## src/rtl/tx_code_group_pkg.sv

```systemverilog
// tx_code_group_pkg: shared 8b/10b table, RD- forms with bits abcdei_fghj from MSB down.
package tx_code_group_pkg;
  localparam logic [7:0] O_D0_0  = 8'h00;
  localparam logic [7:0] O_D1_0  = 8'h01;
  localparam logic [7:0] O_D2_0  = 8'h02;
  localparam logic [7:0] O_D3_0  = 8'h03;
  localparam logic [7:0] O_D2_2  = 8'h42;
  localparam logic [7:0] O_D16_2 = 8'h50;
  localparam logic [7:0] O_D26_4 = 8'h9A;
  localparam logic [7:0] O_D6_5  = 8'hA6;
  localparam logic [7:0] O_D21_5 = 8'hB5;
  localparam logic [7:0] O_D5_6  = 8'hC5;
  localparam logic [7:0] O_K28_5 = 8'hBC;
  localparam logic [7:0] O_K23_7 = 8'hF7;
  localparam logic [7:0] O_K27_7 = 8'hFB;
  localparam logic [7:0] O_K29_7 = 8'hFD;
  localparam logic [7:0] O_K30_7 = 8'hFE;
  localparam logic [9:0] C_D0_0  = 10'b100111_0100;
  localparam logic [9:0] C_D1_0  = 10'b011101_0100;
  localparam logic [9:0] C_D2_0  = 10'b101101_0100;
  localparam logic [9:0] C_D3_0  = 10'b110001_1011;
  localparam logic [9:0] C_D2_2  = 10'b101101_0101;
  localparam logic [9:0] C_D16_2 = 10'b011011_0101;
  localparam logic [9:0] C_D26_4 = 10'b010110_1101;
  localparam logic [9:0] C_D6_5  = 10'b011001_1010;
  localparam logic [9:0] C_D21_5 = 10'b101010_1010;
  localparam logic [9:0] C_D5_6  = 10'b101001_0110;
  localparam logic [9:0] C_K28_5 = 10'b001111_1010;
  localparam logic [9:0] C_K23_7 = 10'b111010_1000;
  localparam logic [9:0] C_K27_7 = 10'b110110_1000;
  localparam logic [9:0] C_K29_7 = 10'b101110_1000;
  localparam logic [9:0] C_K30_7 = 10'b011110_1000;
  function automatic logic flips_rd(input logic [9:0] c);
    return $countones(c) != 5;
  endfunction
endpackage

```

## src/rtl/code_group_lut.sv

```systemverilog
// code_group_lut: maps {is_k, octet} to its RD- code-group and a supported flag.
module code_group_lut
  import tx_code_group_pkg::*;
(
  input  logic       is_k,
  input  logic [7:0] octet,
  output logic [9:0] code,
  output logic       ok
);
  always_comb begin
    code = C_K30_7;
    ok = 1'b1;
    case ({is_k, octet})
      {1'b0, O_D0_0}:  code = C_D0_0;
      {1'b0, O_D1_0}:  code = C_D1_0;
      {1'b0, O_D2_0}:  code = C_D2_0;
      {1'b0, O_D3_0}:  code = C_D3_0;
      {1'b0, O_D2_2}:  code = C_D2_2;
      {1'b0, O_D16_2}: code = C_D16_2;
      {1'b0, O_D26_4}: code = C_D26_4;
      {1'b0, O_D6_5}:  code = C_D6_5;
      {1'b0, O_D21_5}: code = C_D21_5;
      {1'b0, O_D5_6}:  code = C_D5_6;
      {1'b1, O_K28_5}: code = C_K28_5;
      {1'b1, O_K23_7}: code = C_K23_7;
      {1'b1, O_K27_7}: code = C_K27_7;
      {1'b1, O_K29_7}: code = C_K29_7;
      {1'b1, O_K30_7}: code = C_K30_7;
      default:         ok = 1'b0;
    endcase
  end
endmodule

```

## src/rtl/tx_code_group.sv

```systemverilog
// tx_code_group: PCS transmit code-group generator for idle, start, data and end sequences.
module tx_code_group
  import tx_code_group_pkg::*;
(
  input  logic       clk,
  input  logic       reset,
  input  logic       TX_EN,
  input  logic [7:0] TXD,
  output logic [9:0] PUDI_TX,
  output logic       TX_EVEN,
  output logic       TX_RD_POS,
  output logic       TX_INVALID
);
  typedef enum logic [2:0] {IDLE_K, IDLE_D, START, DATA, END_T, END_R1, END_R2} state_t;
  state_t     cur, nxt;
  logic       sym_k, lut_ok, bad;
  logic [7:0] sym;
  logic [9:0] lut_code, code;
  always_comb begin
    nxt = IDLE_K;
    case (cur)
      IDLE_K:      nxt = IDLE_D;
      IDLE_D:      nxt = TX_EN ? START : IDLE_K;
      START, DATA: nxt = TX_EN ? DATA : END_T;
      END_T:       nxt = END_R1;
      END_R1:      nxt = TX_EVEN ? END_R2 : IDLE_K;
      default:     nxt = IDLE_K;
    endcase
  end
  // RD positive after K28.5 means it started negative, so D16.2 is needed to bring it back.
  always_comb begin
    sym_k = nxt != IDLE_D && nxt != DATA;
    sym = nxt == IDLE_K ? O_K28_5 :
          nxt == IDLE_D ? (TX_RD_POS ? O_D16_2 : O_D5_6) :
          nxt == START  ? O_K27_7 :
          nxt == DATA   ? TXD :
          nxt == END_T  ? O_K29_7 : O_K23_7;
    bad = nxt == DATA && !lut_ok;
    code = bad ? C_K30_7 : lut_code;
  end
  code_group_lut u_lut (
    .is_k  (sym_k),
    .octet (sym),
    .code  (lut_code),
    .ok    (lut_ok)
  );
  always_ff @(posedge clk) begin
    if (reset) begin
      cur <= IDLE_K;
      PUDI_TX <= C_K28_5;
      TX_EVEN <= 1'b1;
      TX_RD_POS <= 1'b1;
      TX_INVALID <= 1'b0;
    end else begin
      cur <= nxt;
      PUDI_TX <= TX_RD_POS ? ~code : code;
      TX_EVEN <= ~TX_EVEN;
      TX_RD_POS <= TX_RD_POS ^ flips_rd(code);
      TX_INVALID <= bad;
    end
  end
endmodule
```

## config.mk

```make
export PLATFORM = sky130hd
export DESIGN_NAME = tx_code_group
export DESIGN_NICKNAME = d
export VERILOG_FILES = /design/src/rtl/tx_code_group_pkg.sv /design/src/rtl/code_group_lut.sv /design/src/rtl/tx_code_group.sv
export SDC_FILE = /design/constraint.sdc
export NUM_CORES = 1
export LEC_CHECK = 0
export CAP_MARGIN = 25
export CELL_PAD_IN_SITES_DETAIL_PLACEMENT = 1
export CELL_PAD_IN_SITES_GLOBAL_PLACEMENT = 2
export CORE_MARGIN = 2
export CORE_UTILIZATION = 34
export DETAILED_ROUTE_END_ITERATION = 8
export HOLD_SLACK_MARGIN = 0.08
export PLACE_DENSITY = 0.84
export SYNTH_ARGS = -nofsm -noshare
export SYNTH_HDL_FRONTEND = slang
export SYNTH_SLANG_ARGS = --single-unit
```

## constraint.sdc

```tcl
create_clock -name clk -period 8.1 [get_ports clk]
set_clock_uncertainty 0.1 [all_clocks]
set_input_delay 1.215 -clock clk [delete_from_list [all_inputs] [get_ports clk]]
set_output_delay 1.215 -clock clk [all_outputs]
set_load 0.01 [all_outputs]
```

# --- Yosys cells after proc, flatten, opt, wreduce, memory -nomap -nowiden ---
# Cells that the tools add are included.
word_totals:
  word_cells: 65
  ff_bits: 16
  inputBits: 11
  out_inout_bits: 13
classes:
  n_eq_ne: 26
  muxes: 14
  bitwise_logic: 3
  add_sub_neg: 9
  n_reduce_logical: 8
op_table:
  columns: ["op", "count"]
  rows:
  - ["$pmux 10 s14", 1]
  - ["$eq 9x9->1 const B", 5]
  - ["$mux 8", 5]
  - ["$eq 9x8->1 const B", 4]
  - ["$mux 10", 2]
  - ["$eq 9x2->1 const B", 2]
  - ["$eq 9x7->1 const B", 2]
  - ["$pmux 3 s5", 1]
  - ["$reduce_or 15->1", 1]
  - ["$eq 3x2->1 const B", 4]
  - ["$add 1x1->2", 5]
  - ["$not 10->10", 1]
  - ["$eq 3x3->1 const B", 3]
  - ["$eq 9x1->1 const B", 1]
  - ["$logic_not 9->1", 1]
  - ["$add 2x2->3", 2]
  - ["$eq 3x1->1 const B", 2]
  - ["$logic_not 3->1", 2]
  - ["$mux 3", 2]
  - ["$add 4x2->5", 1]
  - ["$ne 5x3->1 const B", 1]
  - ["$add 3x3->4", 1]
  - ["$mux 4", 1]
  - ["$ne 3x1->1 const B", 1]
  - ["8 further kinds", 9]

# --- Longest topological paths before layout ---
# Gate-level depths: netlist of the first run.
logic_depth:
  ltp_word: 21
  ltp_mapped: 22
  depth_no_buf: 20

# --- Modules after synthesis ---
# From an unflattened synthesis of the first run, not the netlist that was laid out.
hier_totals:
  cells_unflattened: 198
  area_unflattened_um2: 1582.8
by_module_without_submodules:
  columns: ["mod", "seq_area_each_um2", "area_per_inst_um2", "instances", "cells_each"]
  rows:
  - ["tx_code_group", 320.3, 1014.7, 1, 108]
  - ["code_group_lut", 0.0, 568.0, 1, 90]

# --- Worst setup path after synthesis of the first run ---
# No wires, ideal clock.
synth_path:
  path_type: "input to register"
  from: "input port TX_EN"
  to: "register TX_RD_POS"
  n_path_buf: 1
  setup_slack_ps: 2722
  arrival_time_ps: 5158
  required_time_ps: 7881
  stages: 20
  setup_ps: 119
  path_cell_list: "buf_2 > nand2b_1 > a21oi_1 > o311ai_0 > or3_4 > and3_4 > a211oi_2 > inv_1 > fa_1 > inv_1 > fa_1 > fa_1 > inv_1 > ha_1 > inv_1 > fa_1 > o21ai_0 > nand3_1 > xnor2_1 > nand2_1"
synth_via:
  elab_chain_cells: 20
  elab_cells_between_ends: 48
  classes_between: "9 x add/sub; 21 x eq/ne; 11 x mux; 1 x bitwise; 6 x reduce/logical"
synth_lines:
  columns: ["element", "line_no", "source"]
  rows:
  - ["from (decl)", "tx_code_group.sv:7", "input logic TX_EN,"]
  - ["$mux 3 / $mux 2 (equally long branches)", "tx_code_group.sv:24, tx_code_group.sv:23", null]
  - ["$pmux 3 s5 (*)", "tx_code_group.sv:21", "case (cur)"]
  - ["$eq 3x3->1", "tx_code_group.sv:37", "nxt == END_T ? O_K29_7 : O_K23_7;"]
  - ["$mux 4", "tx_code_group.sv:37", null]
  - ["$mux 8", "tx_code_group.sv:36", "nxt == DATA ? TXD :"]
  - ["$mux 8", "tx_code_group.sv:35", "nxt == START ? O_K27_7 :"]
  - ["$mux 8", "tx_code_group.sv:34", "nxt == IDLE_D ? (TX_RD_POS ? O_D16_2 : O_D5_6) :"]
  - ["$mux 8", "tx_code_group.sv:33", "sym = nxt == IDLE_K ? O_K28_5 :"]
  - ["[... 4 more ...]", null, null]
  - ["$logic_and 1x1->1", "tx_code_group.sv:38", "bad = nxt == DATA && !lut_ok;"]
  - ["$mux 10 (*)", "tx_code_group.sv:39", "code = bad ? C_K30_7 : lut_code;"]
  - ["$add 1x1->2 (implied by the code)", "tx_code_group_pkg.sv:34", "return $countones(c) != 5;"]
  - ["$add 2x2->3 (implied by the code)", "tx_code_group_pkg.sv:34", null]
  - ["$add 3x3->4 (implied by the code)", "tx_code_group_pkg.sv:34", null]
  - ["$add 4x2->5 (implied by the code) (*)", "tx_code_group_pkg.sv:34", null]
  - ["$ne 5x3->1 (*)", "tx_code_group_pkg.sv:34", null]
  - ["$xor 1x1->1 (*)", "tx_code_group.sv:58", "TX_RD_POS <= TX_RD_POS ^ flips_rd(code);"]
  - ["to (signal assigned)", "tx_code_group.sv:58", null]
  - ["to (decl)", "tx_code_group.sv:11", "output logic TX_RD_POS,"]
# Every way passes the cells marked *; elsewhere a longest branch is shown, timed or not.
# A chain may end at the register's enable or synchronous reset.

# --- Worst setup path after layout of the first run ---
# Ends and elaborated chain as after synthesis.

==> reports/qor.log, run 1 <==
qor: detailed_routing.routed_vias 1,593
qor: layout.flow.area_growth_from_synthesis 18.7%
qor: yosys.synth_seq_cells 16
qor: yosys.synthesis.area_per_instance 7.99 um^2
qor: detailed_routing.detail_route.first_pass.iterations 4
qor: setup_path.r2r_endpoint TX_RD_POS$_SDFF_PP1_
qor: yosys.post_synthesis_instance_total 199
qor: timing.worst-slew-pin-transition 0.900 ns
qor: detailed_routing.drc 0
qor: yosys.ys_top_cells_by_area dfxtp_1 20%, fa_1 7.6%, nand3_1 4.1%
qor: cts.cts.path.max_buffers 2
qor: pwr.standby_leakage_power 0.752 nW
qor: yosys.synth_top_cells_by_count 16 x dfxtp_1, 15 x inv_1, 14 x nand2_1, 13 x nand3_1, 13 x nor2_1
qor: floorplan.core_footprint 4440 um^2
qor: detailed_routing.antenna_left 0
qor: cts.cts_made_buffers 3
qor: setup_path.arrival_worst_endpoint 6.67 ns
qor: flow_run.max_cap_violations 0
qor: yosys.synth_largest_area_cell dfxtp_1
qor: floorplan.die-width 72.4 um
qor: cts.cts.sink_count 16
qor: min_path.endpoint_of_the_worst_hold_timing_path TX_EVEN$_SDFF_PP1_
qor: yosys.synth_flop_cell dfxtp_1
qor: pwr.vdd_ir_drop_max 0.0929 mV
qor: place.numPortBuffers 23
qor: yosys.async_set_or_reset_flop_fraction_in_the_synthesized_netlist 0%
qor: yosys.post_synth_instance_area 1590 um^2
qor: floorplan.initial_utilization 35.8%
qor: grt.grt_usage 21.2%
qor: min_path.min-delay-start TX_EVEN$_SDFF_PP1_
qor: grt.maximum_number_of_pins_on_one_net_before_global_route_repair 24
qor: floorplan.die_h 72.4 um
qor: layout.post_route_cells_drive_above_1_share 12.5%
qor: layout.stdcell_area 1890 um^2
qor: timing.final-setup-viol-count 0
qor: cts.cts-root-buf clkbuf_8
qor: status.outcome complete, no violations
qor: floorplan.floorplan.die_area 5240 um^2
qor: setup_path.regToRegSetupSlack 2.30 ns
qor: timing.final.setup.tns 0 ns
qor: yosys.synth.most_common_cell dfxtp_1
qor: floorplan.top_level_ports 24
qor: timing.hold_violations 0
qor: cts.cts.repair.resized 0
qor: place.routability_congestion_estimate 0.881
qor: layout.finish.net_count 236
qor: place.dp_hpwl 4020 um
qor: min_path.hold_path_depth 1
qor: cts.worst_setup_hold_path_clk_slew 0.07 ns
qor: yosys.number_of_flops_mapped_to_enable_cells_by_yosys 0
qor: setup_path.worst_path_maximum_fanout 14
qor: grt.grt_overflow_total 0
qor: layout.antenna-diode-count 0
qor: cts.worst_skew_pair.late_latency 0.25 ns
qor: place.dpl_cell_area 1830 um^2
qor: setup_path.critPathLaunchType primary input
qor: grt.grt_pass1_vias 1,738
qor: detailed_routing.detail_route.wirelength 5080 um
qor: cts.total_of_hold_buffers_inserted_after_clock_tree_synthesis 0
qor: grt.grt_antenna_before_repair 0
qor: yosys.synth-warning-count 0
qor: setup_path.crit_required 8.14 ns
qor: yosys.synth_fp_nets 218
qor: setup_path.worstRegToRegCells 19
qor: timing.layout_min_cycle_time 6.64 ns
qor: cts.tritoncts yes
qor: setup_path.worstReg2RegStart cur[2]$_SDFF_PP0_
qor: cts.postCtsSetupBuffers 0
qor: timing.maxSlewHeadroom 39.9%
qor: floorplan.std_cell_rows 24
qor: setup_path.cp-end-kind flip-flop
qor: grt.wire_length_of_the_first_global_routing_pass 8750 um
qor: min_path.min_path_type flip-flop to flip-flop
qor: yosys.netlist.area_leader.share 20.1%
qor: pwr.powerDensity 251 nW/um^2
qor: timing.drv_slew 0
qor: detailed_routing.avgRoutedWirePerCell 19.0 um
qor: cts.htreeDepth 1
qor: detailed_routing.via_per_inst 5.94
qor: yosys.synth-seq-area-share 20.1%
qor: timing.grt_setup_unrepaired false
qor: timing.fmax 151 MHz
qor: yosys.ys_types 61
qor: setup_path.timing.setup.critical_path_class primary input to flip-flop
qor: detailed_routing.dr.first_iter.drc_count 53
qor: timing.post-route-period-util 81.9%
## critical path, cell delays in order
cell and delay [ns]:
clkdlybuf4s50_1 0.75, nand3b_1 0.24, or3_4 0.41, a2111oi_0 0.53, inv_1 0.14, nor3_1 0.54, nor3_1 0.14, fa_1 0.51
fa_1 0.56, fa_1 0.43, inv_1 0.07, ha_1 0.15, inv_1 0.06, fa_1 0.37, o21ai_0 0.21, nand3_1 0.12
xnor2_1 0.15, nand2_1 0.07
## where the power goes
| group | internal (mW) | leakage, nW | switching (mW) |
|---|---|---|---|
| logic | 0.130 | 0.590 | 0.148 |
| registers | 0.0982 | 0.133 | 0.0241 |
| clock network | 0.0432 | 0.0288 | 0.0299 |
## how the worst max path moves through the flow
stage	cells past startpoint	slack, ns	startpoint	to
after CTS	18	1.50	TX_EN	TX_RD_POS$_SDFF_PP1_
final	18	1.46	TX_EN	TX_RD_POS$_SDFF_PP1_
after detailed placement	18	1.30	TX_EN	TX_RD_POS$_SDFF_PP1_
after global placement	19	1.54	TX_EN	TX_RD_POS$_SDFF_PP1_
after floorplan	20	2.72	TX_EN	TX_RD_POS$_SDFF_PP1_
after global routing	18	1.02	TX_EN	TX_RD_POS$_SDFF_PP1_
## cell type report
class                           instances  area, um^2
Multi-Input combinational cell        158        1160
Inverter                               15        56.3
Tap cell                               52        65.1
Sequential cell                        16         320
Fill cell                             541        2560
Clock buffer                            4        55.1
Timing Repair Buffer                   23         230
## metrics by stage
stage	utilization [%]	std cells	hold WS, ns	setup slack [ns]	power [mW]
2_1_floorplan	-	199	0.339	2.72	0.307
3_3_place_gp	41.2	264	0.327	1.54	0.384
3_5_place_dp	41.2	264	0.340	1.30	0.401
4_1_cts	42.5	268	0.360	1.50	0.476
5_1_grt	42.5	268	0.402	1.02	0.519
6_report	42.5	268	0.360	1.46	0.474
## routing by layer
metal | part of all wire (%) | vias to the layer above | global-route usage (%)
met5 | 0 | - | 0
met4 | 0.33 | 0 | 3.70
met3 | 3.7 | 2 | 3.19
met2 | 50 | 28 | 36.5
met1 | 46 | 796 | 28.6
li1 | - | 767 | -
## state kept, by name, summed over array words and instances (netlist names)
name,flops
PUDI_TX,10
TX_EVEN,1
TX_INVALID,1
TX_RD_POS,1
cur,3
## layout by cell type (no fill, tap or decap), types with 6 or more instances in the layout
cell,Yosys,final
fa_1,6,6
dfxtp_1,16,16
clkdlybuf4s50_1,0,23
nor3_1,11,11
a21oi_1,10,10
nand2_1,14,14
nand3_1,13,13
o21ai_0,9,9
inv_1,15,15
nor2_1,13,13
## cells by family after synthesis
logic type,synth area share (%)
and+or+nand+nor,33.0
AOI/OAI and AO/OA,27.1
buffers and inverters,6.84
DFF,20.1
adders and majority gates,9.13
muxes,3.30
xor gates and xnor gates,0.551
Power figures use the tool's default switching activity.
==> run 2: changes to the inputs <==
--- a/config.mk
+++ b/config.mk
@@ -9,10 +9,10 @@
 export CELL_PAD_IN_SITES_DETAIL_PLACEMENT = 1
 export CELL_PAD_IN_SITES_GLOBAL_PLACEMENT = 2
 export CORE_MARGIN = 2
-export CORE_UTILIZATION = 34
+export CORE_UTILIZATION = 32
 export DETAILED_ROUTE_END_ITERATION = 8
 export HOLD_SLACK_MARGIN = 0.08
-export PLACE_DENSITY = 0.84
+export PLACE_DENSITY = 0.79
 export SYNTH_ARGS = -nofsm -noshare
 export SYNTH_HDL_FRONTEND = slang
 export SYNTH_SLANG_ARGS = --single-unit
==> constraint.sdc (replaced) <==
create_clock -name clk -period 6.3 [get_ports clk]
set_clock_uncertainty 0.1 [all_clocks]
set_input_delay 0.945 -clock clk [delete_from_list [all_inputs] [get_ports clk]]
set_output_delay 0.945 -clock clk [all_outputs]
set_load 0.01 [all_outputs]
==> reports/qor.log, run 2 (synthesized netlist as in run 1, its figures left out) <==
qor: cts.htreeDepth 1
qor: detailed_routing.routed_vias 1,610
qor: min_path.endpoint_of_the_worst_hold_timing_path TX_EVEN$_SDFF_PP1_
qor: setup_path.critPathTopFamily adder cells
qor: cts.cts.path.max_buffers 2
qor: timing.post-route-period-util 92.9%
qor: pwr.p_int 0.354 mW
qor: detailed_routing.dr.first_iter.drc_count 124
qor: pwr.power.sequential.fraction 23.6%
qor: place.routability_congestion_estimate 0.968
qor: grt.maximum_number_of_pins_on_one_net_before_global_route_repair 24
qor: setup_path.critPathLaunchType primary input
qor: timing.maxSlewHeadroom 36.7%
qor: setup_path.timing.critical_path.buf_inv 4
qor: timing.drv_slew 0
qor: min_path.min_path_type flip-flop to flip-flop
qor: floorplan.floorplan.die_area 5550 um^2
qor: setup_path.r2r_endpoint TX_RD_POS$_SDFF_PP1_
qor: setup_path.worst_path_maximum_fanout 8
qor: timing.hold_violations 0
qor: grt.grt_antenna_before_repair 0
qor: timing.worst-slew-pin-transition 0.949 ns
qor: place.numPortBuffers 23
qor: layout.flow.area_growth_from_synthesis 23.8%
qor: timing.layout_min_cycle_time 5.85 ns
qor: setup_path.cp-end-kind flip-flop
qor: detailed_routing.via_per_inst 5.55
qor: pwr.vdd_ir_drop_max 0.163 mV
qor: setup_path.timing.setup.critical_path_class primary input to flip-flop
qor: pwr.power.share.clock 15.3%
qor: pwr.pwr-share-comb 61.1%
qor: setup_path.cp_slowest_stage_delay 0.60 ns
qor: cts.tritoncts yes
qor: detailed_routing.drc 0
qor: setup_path.arrival_worst_endpoint 5.89 ns
qor: layout.register_with_the_highest_flop_count PUDI_TX
qor: pwr.sw_frac_of_total 41.6%
qor: setup_path.regToRegSetupSlack 0.74 ns
qor: detailed_routing.avgRoutedWirePerCell 17.1 um
qor: grt.grt_pass1_vias 1,741
qor: setup_path.cp_common_cell fa_1
qor: setup_path.chain_of_cells_forming_the_critical_path clkdlybuf4s50_1 > nand3b_1 > or3_4 > a2111oi_4 > nor4_2 > a211oi_2 > nand3_1 > fa_1 > inv_1 > fa_1 > fa_1 > inv_1 > ha_1 > inv_1 > fa_1 > o21ai_0 > nand3_1 > xnor2_1 > nand2_1
qor: cts.total_of_hold_buffers_inserted_after_clock_tree_synthesis 0
qor: setup_path.cpMaxStageDelayCell clkdlybuf4s50_1
qor: layout.n_fill_cell 583
qor: setup_path.crit_required 6.33 ns
qor: layout.area_taken_by_flip_flops_and_latches 320 um^2
qor: grt.grt_overflow_total 0
qor: cts.worst_setup_hold_path_clk_slew 0.07 ns
qor: layout.finish.net_count 243
qor: flow_run.max_cap_violations 0
qor: layout.largest_registers PUDI_TX x10, cur x3
qor: pwr.totalPowerFinal 0.606 mW
qor: layout.post_route_cells_drive_above_1_share 16.1%
qor: detailed_routing.detail_route.first_pass.iterations 4
qor: layout.antenna-diode-count 0
qor: min_path.min-delay-start TX_EVEN$_SDFF_PP1_
qor: layout.largest_reg_flops 10
qor: layout.fraction_of_the_core_area_covered_by_cells_at_the_end_of_the_flow 41.4%
qor: timing.grt_setup_unrepaired false
qor: timing.final-setup-viol-count 0
qor: pwr.switchingPower 0.252 mW
qor: detailed_routing.detail_route.wirelength 4960 um
qor: place.dp_hpwl 4030 um
qor: cts.cts.sink_count 16
qor: pwr.standby_leakage_power 0.788 nW
qor: floorplan.die_h 74.5 um
qor: floorplan.die-width 74.5 um
qor: detailed_routing.antenna_left 0
qor: floorplan.initial_utilization 33.4%
qor: grt.wire_length_of_the_first_global_routing_pass 8580 um
qor: layout.mostFrequentLayoutCells 23 x clkdlybuf4s50_1, 16 x dfxtp_1, 15 x inv_1
qor: setup_path.worstRegToRegCells 19
qor: floorplan.top_level_ports 24
qor: floorplan.std_cell_rows 25
qor: floorplan.core_footprint 4750 um^2
qor: setup_path.worstReg2RegStart cur[2]$_SDFF_PP0_
qor: status.outcome complete, no violations
qor: grt.grt_usage 20.2%
qor: timing.final.setup.tns 0 ns
qor: cts.worst_skew_pair.late_latency 0.25 ns
qor: pwr.powerDensity 307 nW/um^2
qor: layout.area_occupied_by_multi_input_gates 1170 um^2
qor: layout.leading_cell_type_in_the_layout_fill_and_taps_excluded clkdlybuf4s50_1
qor: min_path.hold_path_depth 1
qor: cts.cts_made_buffers 3
qor: timing.fmax 171 MHz
qor: cts.cts-root-buf clkbuf_8
run 2: cell types whose count changed in the layout (fill, tap and decap cells not counted):
| cell | change |
|---|---|
| a211oi_1 | -1 |
| buf_4 | +7 |
| nor3_2 | +1 |
| nor3_1 | -1 |
| a211oi_2 | +1 |
run 2: layer usage:
metal | share of wire (%) | up-vias | global-route usage, %
met5 | 0 | - | 0
met4 | 1.0 | 0 | 4.17
met3 | 3.8 | 4 | 3.39
met2 | 48 | 34 | 34.6
met1 | 47 | 795 | 26.7
li1 | - | 777 | -
run 2: how the worst max path moves through the flow:
| stage | startpoint | end | cells after the start |
|---|---|---|---|
| 6_report | TX_EN | TX_RD_POS$_SDFF_PP1_ | 19 |
| 5_1_grt | TX_EN | TX_RD_POS$_SDFF_PP1_ | 19 |
| 4_1_cts | TX_EN | TX_RD_POS$_SDFF_PP1_ | 19 |
| 3_5_place_dp | TX_EN | TX_RD_POS$_SDFF_PP1_ | 19 |
| 3_3_place_gp | TX_EN | TX_RD_POS$_SDFF_PP1_ | 19 |
| 2_1_floorplan | TX_EN | TX_RD_POS$_SDFF_PP1_ | 20 |
run 2: power groups by stage:
| stage | logic, mW | clock network [mW] | registers, mW |
|---|---|---|---|
| floorplan | 0.246 | 0 | 0.148 |
| CTS | 0.374 | 0.0965 | 0.143 |
| finish | 0.370 | 0.0928 | 0.143 |
| global route | 0.421 | 0.0993 | 0.146 |
| detailed placement | 0.373 | 0 | 0.146 |
| global placement | 0.358 | 0 | 0.145 |
run 2: area by class of cell:
| type | count | area share [%] |
|---|---|---|
| multi-input cells | 158 | 59.5 |
| flip-flops and latches | 16 | 16.3 |
| repair buffers | 30 | 14.4 |
| well taps | 67 | 4.26 |
| inverters | 15 | 2.86 |
| clock buffers | 4 | 2.80 |
run 2: repair_timing:
action                     CTS  global route
setup endpoints to repair    0             1
gates resized for setup      0             2
buffers inserted             0             0
run 2: per-stage QoR:
step / setup WS [ns] / instances / hold WS, ns / instance area, um^2
2_1_floorplan: 1.19 / 199 / 0.339 / 1590
3_3_place_gp: 0.297 / 286 / 0.334 / 1900
3_5_place_dp: 0.0269 / 286 / 0.332 / 1900
4_1_cts: 0.291 / 290 / 0.349 / 1960
5_1_grt: 0.0882 / 290 / 0.383 / 1970
6_report: 0.448 / 290 / 0.347 / 1970
==> run 3: changes to the inputs <==
==> constraint.sdc (replaced) <==
create_clock -name clk -period 6.3 [get_ports clk]
set_clock_uncertainty 0.1 [all_clocks]
set_input_delay 1.575 -clock clk [delete_from_list [all_inputs] [get_ports clk]]
set_output_delay 1.575 -clock clk [all_outputs]
set_load 0.01 [all_outputs]
==> reports/qor.log, run 3 (synthesized netlist as in run 1, its figures left out) <==
qor: layout.register_with_the_highest_flop_count PUDI_TX
qor: timing.fmax 164 MHz
qor: status.outcome complete, no violations
qor: timing.maxSlewHeadroom 30.8%
qor: place.numPortBuffers 23
qor: cts.worst_setup_hold_path_clk_slew 0.07 ns
qor: timing.drv_slew 0
qor: grt.grt_overflow_total 0
qor: detailed_routing.antenna_left 0
qor: cts.cts-root-buf clkbuf_8
qor: timing.layout_min_cycle_time 6.11 ns
qor: detailed_routing.dr.first_iter.drc_count 104
qor: grt.maximum_number_of_pins_on_one_net_before_global_route_repair 24
qor: flow_run.max_cap_violations 0
qor: layout.antenna-diode-count 0
qor: layout.flow.area_growth_from_synthesis 44.6%
qor: detailed_routing.routed_vias 1,756
qor: floorplan.top_level_ports 24
qor: setup_path.timing.critical_path.buf_inv 4
qor: floorplan.floorplan.die_area 5550 um^2
qor: layout.finish.net_count 280
qor: setup_path.startpoint TXD[3]
qor: detailed_routing.drc 0
qor: layout.stdcell_area 2300 um^2
qor: setup_path.critical_path_cell_count 19
qor: pwr.standby_leakage_power 0.991 nW
qor: detailed_routing.detail_route.first_pass.iterations 4
qor: place.routability_congestion_estimate 0.901
qor: floorplan.std_cell_rows 25
qor: min_path.min_path_type flip-flop to flip-flop
qor: setup_path.cp_capture_point TX_RD_POS$_SDFF_PP1_
qor: setup_path.crit_required 6.34 ns
qor: setup_path.chain_of_cells_forming_the_critical_path clkdlybuf4s50_1 > nand2b_1 > a32o_1 > o2111a_1 > nand4_1 > a211oi_2 > nand3_1 > fa_1 > inv_1 > fa_1 > fa_1 > inv_1 > ha_1 > inv_1 > fa_1 > o21ai_1 > nand3_1 > xnor2_1 > nand2_1
qor: setup_path.critPathTopFamily adder cells
qor: pwr.totalPowerFinal 0.672 mW
qor: grt.grt_usage 22.1%
qor: grt.grt_antenna_before_repair 0
qor: floorplan.core_footprint 4750 um^2
qor: pwr.powerDensity 292 nW/um^2
qor: setup_path.worst_path_maximum_fanout 3
qor: floorplan.die-width 74.5 um
qor: detailed_routing.avgRoutedWirePerCell 17.7 um
qor: setup_path.worstRegToRegCells 19
qor: cts.tritoncts yes
qor: cts.cts.sink_count 16
qor: timing.final-setup-viol-count 0
qor: setup_path.cp_slowest_stage_delay 0.56 ns
qor: layout.post_route_cells_drive_above_1_share 30.4%
qor: detailed_routing.detail_route.wirelength 5800 um
qor: layout.leading_cell_type_in_the_layout_fill_and_taps_excluded buf_4
qor: cts.cts.path.max_buffers 2
qor: timing.hold_violations 0
qor: pwr.vdd_ir_drop_max 0.181 mV
qor: layout.mostFrequentLayoutCells 43 x buf_4, 22 x clkdlybuf4s50_1, 16 x dfxtp_1
qor: cts.htreeDepth 1
qor: grt.wire_length_of_the_first_global_routing_pass 9290 um
qor: setup_path.timing.setup.critical_path_class primary input to flip-flop
qor: setup_path.arrival_worst_endpoint 6.15 ns
qor: cts.cts_made_buffers 3
qor: floorplan.die_h 74.5 um
qor: place.dp_hpwl 4610 um
qor: layout.largest_registers PUDI_TX x10, cur x3
qor: layout.largest_reg_flops 10
qor: setup_path.cpMaxStageDelayCell fa_1
qor: place.dpl_cell_area 2170 um^2
qor: detailed_routing.via_per_inst 5.37
qor: timing.final.setup.tns 0 ns
qor: floorplan.initial_utilization 33.4%
qor: cts.worst_skew_pair.late_latency 0.25 ns
qor: setup_path.cp-end-kind flip-flop
qor: grt.grt_pass1_vias 1,907
qor: setup_path.regToRegSetupSlack 0.81 ns
qor: setup_path.r2r_endpoint TX_RD_POS$_SDFF_PP1_
qor: timing.post-route-period-util 97.1%
qor: setup_path.worstReg2RegStart cur[2]$_SDFF_PP0_
qor: timing.worst-slew-pin-transition 1.04 ns
qor: setup_path.critPathLaunchType primary input
qor: setup_path.cp_common_cell fa_1
## run 3: changes by cell type in the layout (fill, tap and decap cells not counted), moves of 3 or more
cell / previous run / this run
o21ai_0: 9 / 6
buf_4: 7 / 43
o21ai_1: 3 / 6
a21oi_2: 0 / 3
a21oi_1: 10 / 7
## run 3: stage by stage
step | setup slack [ns] | hold WS, ns | instances | utilization [%]
after floorplan | 0.562 | 0.339 | 199 | -
after global placement | -0.134 | 0.327 | 321 | 45.6
after detailed placement | -0.350 | 0.346 | 321 | 45.6
after CTS | 0.00585 | 0.364 | 327 | 47.4
after global routing | -0.0403 | 0.381 | 327 | 48.4
final | 0.185 | 0.361 | 327 | 48.4
## run 3: area by class of cell
cell class                 count  area [um^2]
fill                         593         2450
tap                           67         83.8
clock buffer                   4         55.1
multi-input combinational    158         1220
timing repair buffer          67          567
inverter                      15         56.3
sequential                    16          320
## run 3: what timing repair did
item | CTS | global route
setup endpoints to repair | 1 | 1
pin swaps | 7 | 4
resized for setup | 5 | 13
hold buffers | 0 | 0
buffers inserted | 2 | 0
## run 3: how the worst min path moves through the flow
stage                                  start                 end  slack (ns)  cells after the start
after global placement    TX_EVEN$_SDFF_PP1_  TX_EVEN$_SDFF_PP1_        0.33                      1
after CTS                 TX_EVEN$_SDFF_PP1_  TX_EVEN$_SDFF_PP1_        0.36                      1
after detailed placement  TX_EVEN$_SDFF_PP1_  TX_EVEN$_SDFF_PP1_        0.35                      1
final                     TX_EVEN$_SDFF_PP1_  TX_EVEN$_SDFF_PP1_        0.36                      1
after global routing      TX_EVEN$_SDFF_PP1_  TX_EVEN$_SDFF_PP1_        0.38                      1
after floorplan           TX_EVEN$_SDFF_PP1_  TX_EVEN$_SDFF_PP1_        0.34                      1
## run 3: routing by layer
layer / vias up / GRT usage [%] / share of wire (%)
li1: 845 / - / -
met1: 867 / 29.6 / 46
met2: 38 / 38.0 / 50
met3: 6 / 3.66 / 3.3
met4: 0 / 3.77 / 0.84
met5: - / 0 / 0
## run 3: where the power goes
group	switching, mW	total (mW)	internal [mW]
clock	0.0384	0.0939	0.0555
combinational	0.217	0.428	0.211
sequential	0.0237	0.150	0.126
==> patch, RTL diff (settings of run 2) <==
Add an input register stage for `TX_EN` and `TXD`; this delays them by one clock.
--- a/src/rtl/tx_code_group.sv
+++ b/src/rtl/tx_code_group.sv
@@ -12,6 +12,15 @@
   output logic       TX_INVALID
 );
   typedef enum logic [2:0] {IDLE_K, IDLE_D, START, DATA, END_T, END_R1, END_R2} state_t;
+
+  logic TX_EN_q;
+  logic [7:0] TXD_q;
+
+  always_ff @(posedge clk) begin
+    TX_EN_q <= TX_EN;
+    TXD_q   <= TXD;
+  end
+
   state_t     cur, nxt;
   logic       sym_k, lut_ok, bad;
   logic [7:0] sym;
@@ -20,8 +29,8 @@
     nxt = IDLE_K;
     case (cur)
       IDLE_K:      nxt = IDLE_D;
-      IDLE_D:      nxt = TX_EN ? START : IDLE_K;
-      START, DATA: nxt = TX_EN ? DATA : END_T;
+      IDLE_D:      nxt = TX_EN_q ? START : IDLE_K;
+      START, DATA: nxt = TX_EN_q ? DATA : END_T;
       END_T:       nxt = END_R1;
       END_R1:      nxt = TX_EVEN ? END_R2 : IDLE_K;
       default:     nxt = IDLE_K;
@@ -33,7 +42,7 @@
     sym = nxt == IDLE_K ? O_K28_5 :
           nxt == IDLE_D ? (TX_RD_POS ? O_D16_2 : O_D5_6) :
           nxt == START  ? O_K27_7 :
-          nxt == DATA   ? TXD :
+          nxt == DATA   ? TXD_q :
           nxt == END_T  ? O_K29_7 : O_K23_7;
     bad = nxt == DATA && !lut_ok;
     code = bad ? C_K30_7 : lut_code;
Formal check against the unedited RTL: not equivalent (Yosys sat finds a counterexample within 4 cycles, from zero or initial values and one cycle with reset high).
==> patch against run 2 <==
- setup slack improved by 0.24 ns
- synthesized area is 11% higher
- first-iteration DRC count shrank 51%
- clock power rose by 11%
- final area up 7.0%
- critical path depth unchanged
- die area increased by 11%
- via count up 2.4%
- total power is 12% higher
- utilization fell by 2.7 points
- sequential cell count grew 9
- wire length rose by 2.4%
- critical path type is now reg2reg
- critical endpoint unchanged
- highest routed layer unchanged
==> patch: results (changes against run 2) <==
Placed design
  • Post-placement cell area: 0.00206 mm^2 (was 0.00190 mm^2)
  • Detail Placement HPWL: 3950 um (was 4030 um)
  • Port Buffers: 23 (unchanged)
  • Final GP Congestion: 0.869 (was 0.968)

Clock network
  • CTS Buffer Depth: 2 (unchanged)
  • CTS Buf Count: 3 (unchanged)
  • Clk_lat worst skew: 0.28 ns (was 0.25 ns)
  • Setup Buffers After CTS: 0 (unchanged)
  • Number of H-tree levels: 1 (unchanged)
  • Clk slew on worst S/H paths: 0.10 ns (was 0.07 ns)
  • Post-cts sizing count: 0 (unchanged)
  • Clk Tree Root Cell: clkbuf_8 (unchanged)

Finish
  • Nets: 248 (was 243)
  • Top flop regs: PUDI_TX (10), TXD_q (8), cur (3) (was PUDI_TX (10), cur (3))
  • Share of cells above drive strength 1: 13.2% (was 16.1%)
  • Ant. Diodes: 0 (unchanged)

STA
  • Hold WS: 0.366 ns (was 0.347 ns)
  • Rel. slew slack: 41.8% (was 36.7%)

Power and ir drop
  • Switching share of total power: 40.6% (was 41.6%)
  • Maximum vdd drop: 0.000121 V (was 0.000163 V)
  • Leak: 0.840 nW (was 0.788 nW)

Detailed routing
  • Detailed-route via count: 1649 (was 1610)
  • First-pass iteration count of the detailed router: 4 (unchanged)
  • Total wire length: 5080 um (was 4960 um)
  • DR iter-0 viols: 61 (was 124)

Yosys
  • Synth Area in Compound Gates: 24.3% (was 27.1%)
  • Commonest cells in the netlist: dfxtp_1, inv_1, nand2_1 (unchanged)
  • Synth area leaders: dfxtp_1, fa_1, nand3_1 (unchanged)
  • Asr flop ratio synth: 0% (unchanged)
  • Multiplexer share of the synthesized area: 2.97% (was 3.30%)
  • Yosys warning total: 0 (unchanged)
  • Yosys cell types: 61 (unchanged)
  • Synth Area in Adders: 8.20% (was 9.13%)
  • Synth Area in XOR/XNOR: 0.495% (was 0.551%)
  • Register area share after synthesis: 28.3% (was 20.1%)
  • Post-synthesis net count: 227 (was 218)

Setup path
  • WP data arrival: 5.69 ns (was 5.89 ns)
  • Worst Path Max Fanout: 23 (was 8)
  • Crit path max-delay family: adder cells (unchanged)
  • CP max-delay cell: dfxtp_1 (was clkdlybuf4s50_1)
  • CP max stage delay: 0.90 ns (was 0.60 ns)
  • R2R Setup Slk: 0.68 ns (was 0.74 ns)

GRT
  • Largest net degree at the start of global routing: 24 (unchanged)
  • First-pass GRT wire length: 8390 um (was 8580 um)
  • Vias in the first global route: 1629 (was 1741)
  • Antenna violations before repair: 0 (unchanged)
  • Gr usage total: 17.6% (was 20.2%)

Outcome
  • Status: completed (unchanged)

Hold path
  • Hold WC Path Type: reg2reg (unchanged)
-- patch: metal layers --
metal / vias up / track usage, % / part of all wire (%)
li1: 796 / - / -
met1: 801 / 24.4 / 49
met2: 41 / 27.8 / 45
met3: 11 / 2.30 / 3.4
met4: 0 / 6.67 / 2.3
met5: - / 0 / 0
-- patch: layout make-up --
class | count | area, um^2
multi-input cells | 158 | 1160
clock inverters | 1 | 5.00
well taps | 72 | 90.1
inverters | 15 | 56.3
clock buffers | 3 | 41.3
fillers | 648 | 3330
repair buffers | 26 | 253
flip-flops and latches | 25 | 500
-- patch: power groups by stage --
| stage | registers, mW | logic, mW | clock network [mW] |
|---|---|---|---|
| finish | 0.206 | 0.367 | 0.103 |
| floorplan | 0.211 | 0.247 | 0 |
| global placement | 0.210 | 0.359 | 0 |
| detailed placement | 0.211 | 0.367 | 0 |
| global route | 0.210 | 0.415 | 0.114 |
| CTS | 0.207 | 0.371 | 0.107 |
-- patch: metrics by stage --
step / worst slack (ns) / power, mW / instances
floorplan: 1.73 / 0.459 / 208
global placement: 0.793 / 0.569 / 296
detailed placement: 0.669 / 0.578 / 296
CTS: 0.652 / 0.685 / 300
global route: 0.279 / 0.740 / 300
finish: 0.684 / 0.676 / 300
-- patch: final timing paths --
check,cells after the start,to,start
worst min register to register,1,TX_EVEN$_SDFF_PP1_,TX_EVEN$_SDFF_PP1_
worst max register to register,19,TX_RD_POS$_SDFF_PP1_,cur[2]$_SDFF_PP0_
worst min-delay path,1,TX_EVEN$_SDFF_PP1_,TX_EVEN$_SDFF_PP1_
worst max-delay path,19,TX_RD_POS$_SDFF_PP1_,cur[2]$_SDFF_PP0_
